--- config.mk ---
export PLATFORM = sky130hd
export DESIGN_NAME = prbs_gen_multi
export DESIGN_NICKNAME = d
export VERILOG_FILES = /design/src/rtl/prbs_gen_multi.sv
export SDC_FILE = /design/constraint.sdc
export NUM_CORES = 1
export LEC_CHECK = 0
export BUFFER_PORTS_ARGS = -buffer_cell sky130_fd_sc_hd__buf_2
export CORE_MARGIN = 2
export CORE_UTILIZATION = 48
export CTS_CLUSTER_DIAMETER = 40
export CTS_CLUSTER_SIZE = 16
export DETAILED_ROUTE_END_ITERATION = 10
export HOLD_SLACK_MARGIN = 0.02
export PLACE_DENSITY = 0.68
export SYNTH_ARGS = -nofsm -noshare
export SYNTH_HDL_FRONTEND = slang
export SYNTH_SLANG_ARGS = --single-unit
--- constraint.sdc ---
create_clock -name clk -period 12.8 [get_ports clk]
set_clock_uncertainty 0.05 [all_clocks]
set_input_delay 0.64 -clock clk [delete_from_list [all_inputs] [get_ports clk]]
set_output_delay 0.64 -clock clk [all_outputs]
set_load 0.005 [all_outputs]
--- src/rtl/prbs_gen_multi.sv ---
// prbs_gen_multi: run-time selectable PRBS7/15/23/31 word generator with seed load,
// single-shot and periodic bit-0 error injection, and a saturating corrupted-word count.
module prbs_gen_multi #(
    parameter int          WIDTH = 32,
    parameter logic [30:0] SEED  = 31'h7FFFFFFF,
    parameter int          PER_W = 16
) (
    input  logic             clk,
    input  logic             reset,
    input  logic             en,
    input  logic [1:0]       poly_sel,
    input  logic             seed_load,
    input  logic [30:0]      seed,
    input  logic             inj_err,
    input  logic [PER_W-1:0] err_period,
    output logic [WIDTH-1:0] prbs,
    output logic             prbs_valid,
    output logic [31:0]      err_cnt
);
    logic [30:0]      state_q, state_d, lfsr, ld_seed;
    logic [1:0]       poly_q, poly_d;
    logic             pend_q, pend_d, valid_q, step, hit, flip, fb;
    logic [PER_W-1:0] per_cnt_q, per_cnt_d, per_q, per_d, p_eff;
    logic [WIDTH-1:0] prbs_q, prbs_d, word;
    logic [31:0]      err_cnt_q, err_cnt_d;

    function automatic logic [30:0] pmask(input logic [1:0] p);
        return p == 2'd0 ? 31'h7F : p == 2'd1 ? 31'h7FFF : p == 2'd2 ? 31'h7FFFFF : 31'h7FFFFFFF;
    endfunction

    function automatic logic tap(input logic [30:0] s, input logic [1:0] p);
        return p == 2'd0 ? s[6] ^ s[5] : p == 2'd1 ? s[14] ^ s[13] : p == 2'd2 ? s[22] ^ s[17] : s[30] ^ s[27];
    endfunction

    // WIDTH Fibonacci steps per cycle; the first bit in time lands in the MSB
    always_comb begin
        lfsr = state_q;
        word = '0;
        fb   = 1'b0;
        for (int i = 0; i < WIDTH; i++) begin
            fb                = tap(lfsr, poly_q);
            lfsr              = {lfsr[29:0], fb} & pmask(poly_q);
            word[WIDTH-1-i]   = fb;
        end
    end

    // The period is sampled only at the start of each interval, so changes apply after a wrap
    always_comb begin
        step      = en & ~seed_load;
        p_eff     = per_cnt_q == '0 ? err_period : per_q;
        hit       = (p_eff != '0) && (per_cnt_q == p_eff - PER_W'(1));
        flip      = step & (pend_q | hit);
        ld_seed   = seed & pmask(poly_sel);
        state_d   = seed_load ? (ld_seed == '0 ? pmask(poly_sel) : ld_seed) : step ? lfsr : state_q;
        poly_d    = seed_load ? poly_sel : poly_q;
        pend_d    = inj_err | (pend_q & ~step);
        per_cnt_d = seed_load ? '0 : !step ? per_cnt_q : (p_eff == '0 || hit) ? '0 : per_cnt_q + PER_W'(1);
        per_d     = step ? p_eff : per_q;
        prbs_d    = step ? word ^ WIDTH'(flip) : prbs_q;
        err_cnt_d = (flip && err_cnt_q != '1) ? err_cnt_q + 32'd1 : err_cnt_q;
    end

    always_ff @(posedge clk or posedge reset) begin
        if (reset) begin
            state_q   <= SEED;
            poly_q    <= 2'b11;
            pend_q    <= 1'b0;
            per_cnt_q <= '0;
            per_q     <= '0;
            prbs_q    <= '0;
            valid_q   <= 1'b0;
            err_cnt_q <= '0;
        end else begin
            state_q   <= state_d;
            poly_q    <= poly_d;
            pend_q    <= pend_d;
            per_cnt_q <= per_cnt_d;
            per_q     <= per_d;
            prbs_q    <= prbs_d;
            valid_q   <= step;
            err_cnt_q <= err_cnt_d;
        end
    end

    assign prbs       = prbs_q;
    assign prbs_valid = valid_q;
    assign err_cnt    = err_cnt_q;
endmodule

After elaboration in Yosys (flattened, before gate mapping)
Index checks and enable logic that the tools add are counted.
W data, S select, Z words.
Storage, ports and cells
  bits in registers: 131
  bits of input ports: 54
  output and inout port bits: 65
  word-level logic and storage cells: 305
Operators by class
  $add $sub $neg: 3
  eq/ne operators: 6
  muxes and demuxes: 109
  bitwise logic cells: 169
  reduce and logical (&&, ||, !) cells: 10
Operators by type and width (count)
  $and A31 B31 Y31: 33
  $mux W31: 9
  $xor A1 B1 Y1: 128
  $mux W1: 96
  $mux W16: 4
  $add A32 B1 Y32 const B: 1
  $logic_not A16 Y1: 2
  $ne A32 B32 Y1 const B: 1
  $xor A32 B1 Y32: 1
  $logic_not A31 Y1: 1
  $add A16 B1 Y16 const B: 1
  $eq A16 B16 Y1: 1
  $reduce_bool A16 Y1: 1
  $sub A16 B1 Y16 const B: 1
  $eq A2 B1 Y1 const B: 2
  $eq A2 B2 Y1 const B: 2
  $logic_not A2 Y1: 2
  $and A1 B1 Y1: 3
  $logic_and A1 B1 Y1: 2
  $not A1 Y1: 2
  $or A1 B1 Y1: 2
  $reduce_bool A2 Y1: 1
  $logic_or A1 B1 Y1: 1

Longest topological paths before layout
  word-level depth: 162
  depth in mapped cells: 20

Least setup slack after synthesis
No wires, ideal clock.
  path kind: register to register
  start point: register per_cnt_q[10]
  end point: register err_cnt_q[1] (netlist: err_cnt[1])
  library setup time: 0.128 ns
  arrival: 4.656 ns
  path slack: 7.966 ns
  stages on the path, launching flop included: 19
  buffers on the path: 5
  cells stage by stage: dfrtp_1 -> buf_6 -> or4_4 -> or3_4 -> nor2_8 -> buf_4 -> mux2i_1 -> ha_1 -> clkbuf_1 -> nand4_1 -> a22oi_1 -> mux2i_1 -> o2111ai_1 -> nor4_2 -> a31oi_1 -> or3_1 -> buf_2 -> buf_2 -> mux2_1
On the way
  cells in the longest elaborated chain, start to end: 8
RTL lines
  start: declaration: RTL line 23  | logic [PER_W-1:0] per_cnt_q, per_cnt_d, per_q, per_d, p_eff;
  start signal: assignment: RTL line 77  | per_cnt_q <= per_cnt_d;
  $logic_not A16 Y1: RTL line 50  | p_eff = per_cnt_q == '0 ? err_period : per_q;
  $mux W16: RTL line 50
  $sub A16 B1 Y16: RTL line 51  | hit = (p_eff != '0) && (per_cnt_q == p_eff - PER_W'(1));
  $eq A16 B16 Y1: RTL line 51
  $logic_and A1 B1 Y1 (*): RTL line 51
  $or A1 B1 Y1 (*): RTL line 52  | flip = step & (pend_q | hit);
  $and A1 B1 Y1 (*): RTL line 52
  $logic_and A1 B1 Y1 (*): RTL line 60  | err_cnt_d = (flip && err_cnt_q != '1) ? err_cnt_q + 32'd1 : err_cnt_q;
  end signal: assignment: RTL line 81  | err_cnt_q <= err_cnt_d;
  end: declaration: RTL line 25  | logic [31:0] err_cnt_q, err_cnt_d;
Every way passes the cells marked *; elsewhere a longest branch is shown, timed or not.
A chain may end at the register's enable or synchronous reset.

Worst setup path after layout
  start point: register per_cnt_q[10]
  end point: register err_cnt_q[27] (netlist: err_cnt[27])
The elaborated chain is that of the path after synthesis.

==> results_dict.tcl <==
set metrics [dict create \
    clk_path_buf_depth 2 \
    syn_area_mm2 0.00912 \
    final_util_pct 55.6 \
    vias 8275 \
    maxCapViolCount 0 \
    antenna_left 0 \
    cts_sinks 131 \
    p_total_mw 1.79 \
    ys_async_sr_fraction_pct 100 \
    clk_pin_slew_ns 0.06 \
    ys_types 68 \
    dieHeight_um 142 \
    grt_pass1_wl_mm 43.8 \
    h-tree-depth 4 \
    fmax_mhz 181 \
    hold_class "primary input to asynchronous set/reset pin" \
    setup_violations 0 \
    yosysSeqAreaShare_pct 36.4 \
    slew_violations 0 \
    wl_per_cell_um 20.2 \
    mostFrequentLayoutCells "127 x nand2_1, 118 x buf_2, 98 x dfrtp_1" \
    core_area_mm2 0.0187 \
    clock_latency_ns 0.43 \
    wl_met2_mm 11.3 \
    fp.dieW_um 142 \
    worstPathRequired_ns 13.10 \
    syn_inst 1046 \
    ir_drop_v 0.000104 \
    diodes 0 \
    wirelength_mm 27.6 \
    initial_utilization_pct 48.8 \
    cts_tree "built" \
    path_class "register to register" \
    wl_met3_mm 2.56 \
    place.gp.congestion 1.00 \
    rsz0062_at_grt "false" \
    ys_warn_count 0 \
    layout_commonest_cell "nand2_1" \
    cts_buffers 17 \
    fillers 1708 \
    crit_arrival_ns 5.83 \
    p_leak_nw 4.51 \
    tns_ns 0 \
    synth_flop_cell "dfrtp_1" \
    antenna_found_initial 0 \
    tightest_slew_ns 1.13 \
    dpl.hpwl_mm 19.7 \
    pin_count 119 \
    ctsHoldBuffers 0 \
    finalCritPeriodShare_pct 43.2 \
    setup_ws_ns 7.27 \
    relSlewSlack_pct 24.9 \
    dieArea_mm2 0.0201 \
    grt_pass1_vias 7729 \
    clockRootBuffer "clkbuf_16" \
    end_kind "register" \
    grt_max_degree 80 \
    r2r_slack_ns 7.27 \
    grt_overflow_total 0 \
    io_buffers 118 \
    cp-start-kind "register" \
    vias_per_cell 6.06 \
    area_growth_pct 13.9 \
    grt_usage_pct 28.2 \
    placementRows 50 \
    syn_area_per_cell_um2 8.72 \
    ys_ff_latch 131 \
    syn-num-nets 1104 \
    drive_gt1_share_pct 21.8 \
    firstDrtPassIters 5 \
    crit_fanout 32 \
    cts.repair.resized 0 \
    powerDensity_mw_per_mm2 173 \
    final_nets 1177 \
    drc 0 \
    place_ws_ns 7.32 \
    topRoutingLayerUsed "met4" \
    drtIter0Drc 729 \
    hold_viol 0 \
    holdWs_ns 0.196 \
    status "completed" \
    synth_edf_count 0 \
    period_needed_ns 5.53 \
    post_cts.repair.setup_buffers 0 \
    wl_met1_mm 13.1 \
]
area by class of cell:
cell class                 instances  area, um^2  area share (%)
inverter                          20        80.1           0.771
multi-input combinational        819        5410            52.0
timing repair buffer             130         681            6.55
clock inverter                    12         154            1.48
clock buffer                      20         457            4.39
sequential                       131        3320            31.9
tap                              234         293            2.82
per-stage QoR:
stage               cells  area, um^2
CTS                  1366       10400
floorplan            1046        9120
finish               1366       10400
detailed placement   1334        9780
global placement     1334        9780
global route         1366       10400
layer usage:
layer	vias up	GRT usage, %
met1	4002	42.9
met5	-	0
li1	3849	-
met4	0	9.00
met3	52	7.59
met2	372	38.5
flip-flops by register name, summed over array words and instances, names as in the netlist:
name	cells
prbs_valid	1
per_q	16
pend_q	1
prbs	32
per_cnt_q	16
poly_q	2
state_q	31
err_cnt	32
worst max-delay path, stage by stage, from the launching register on:
cell and delay [ns]:
dfrtp_1 0.48, or4_4 0.56, or3_4 0.49, nor2_8 0.31
mux2i_1 0.37, ha_1 0.47, nand4_1 0.22, a22oi_1 0.39
mux2i_1 0.23, o2111ai_1 0.14, nor4_2 0.38, a31oi_1 0.21
or3_1 0.39, buf_4 0.27, nor4_1 0.32, xor2_1 0.18
cells in the mapped netlist (4+ instances only):
cell type	count	share of area, %
a211oi_1	12	0.99
a21o_1	5	0.41
a21oi_1	41	2.2
a221oi_1	4	0.38
a22oi_1	7	0.58
and3_1	15	1.0
buf_1	4	0.16
buf_2	5	0.27
buf_6	4	0.49
clkbuf_1	62	2.6
dfrtp_1	98	27
dfstp_2	33	9.5
ha_1	4	0.55
inv_1	18	0.74
mux2_2	14	1.7
mux2i_1	28	3.1
nand2_1	127	5.2
nand2b_1	14	0.96
nand3_1	30	1.6
nand4_1	7	0.48
nand4b_1	5	0.48
nor2_1	73	3.0
nor2b_1	7	0.48
nor3_1	21	1.2
nor3_2	8	0.88
nor4_1	17	1.2
nor4_2	11	1.5
o2111ai_1	5	0.48
o211ai_1	23	1.9
o21a_1	4	0.33
o21ai_0	82	4.5
o21ai_1	7	0.38
o221ai_1	6	0.58
o22ai_1	16	1.1
or2_2	7	0.48
or3_1	5	0.34
or4_1	6	0.49
xnor2_1	80	7.7
xor2_1	88	8.4
path summary, 6_finish.rpt:
| path | from | endpoint | cells after the start |
|---|---|---|---|
| max | per_cnt_q[10] | err_cnt[27] | 15 |
| min | reset | err_cnt[20] | 2 |
| max reg2reg | per_cnt_q[10] | err_cnt[27] | 15 |
| min reg2reg | prbs[15] | prbs[15] | 2 |
| max in group asynchronous | reset | prbs[19] | 3 |
| min in group clk | inj_err | pend_q | 2 |
where the power goes:
group          total [mW]  leakage [nW]  internal, mW  switching [mW]
clock network       0.510         0.294         0.317           0.193
registers           0.609          1.58         0.504           0.105
logic               0.676          2.64         0.293           0.383
total                1.79          4.51          1.11           0.681
cells by family (layout without fill, tap and decap cells):
| kind of cell | Yosys count | in the layout | share of synthesized area [%] |
|---|---|---|---|
| AO/OA/AOI/OAI | 239 | 239 | 16.6 |
| XOR/XNOR | 168 | 168 | 16.1 |
| adder cells (fa/ha/maj) | 4 | 4 | 0.549 |
| buffers and inverters | 96 | 182 | 4.39 |
| flip-flops | 131 | 131 | 36.4 |
| multiplexers | 46 | 46 | 5.66 |
| AND/OR/NAND/NOR | 362 | 362 | 20.3 |
No activity file was read; power rests on OpenSTA's default activity.
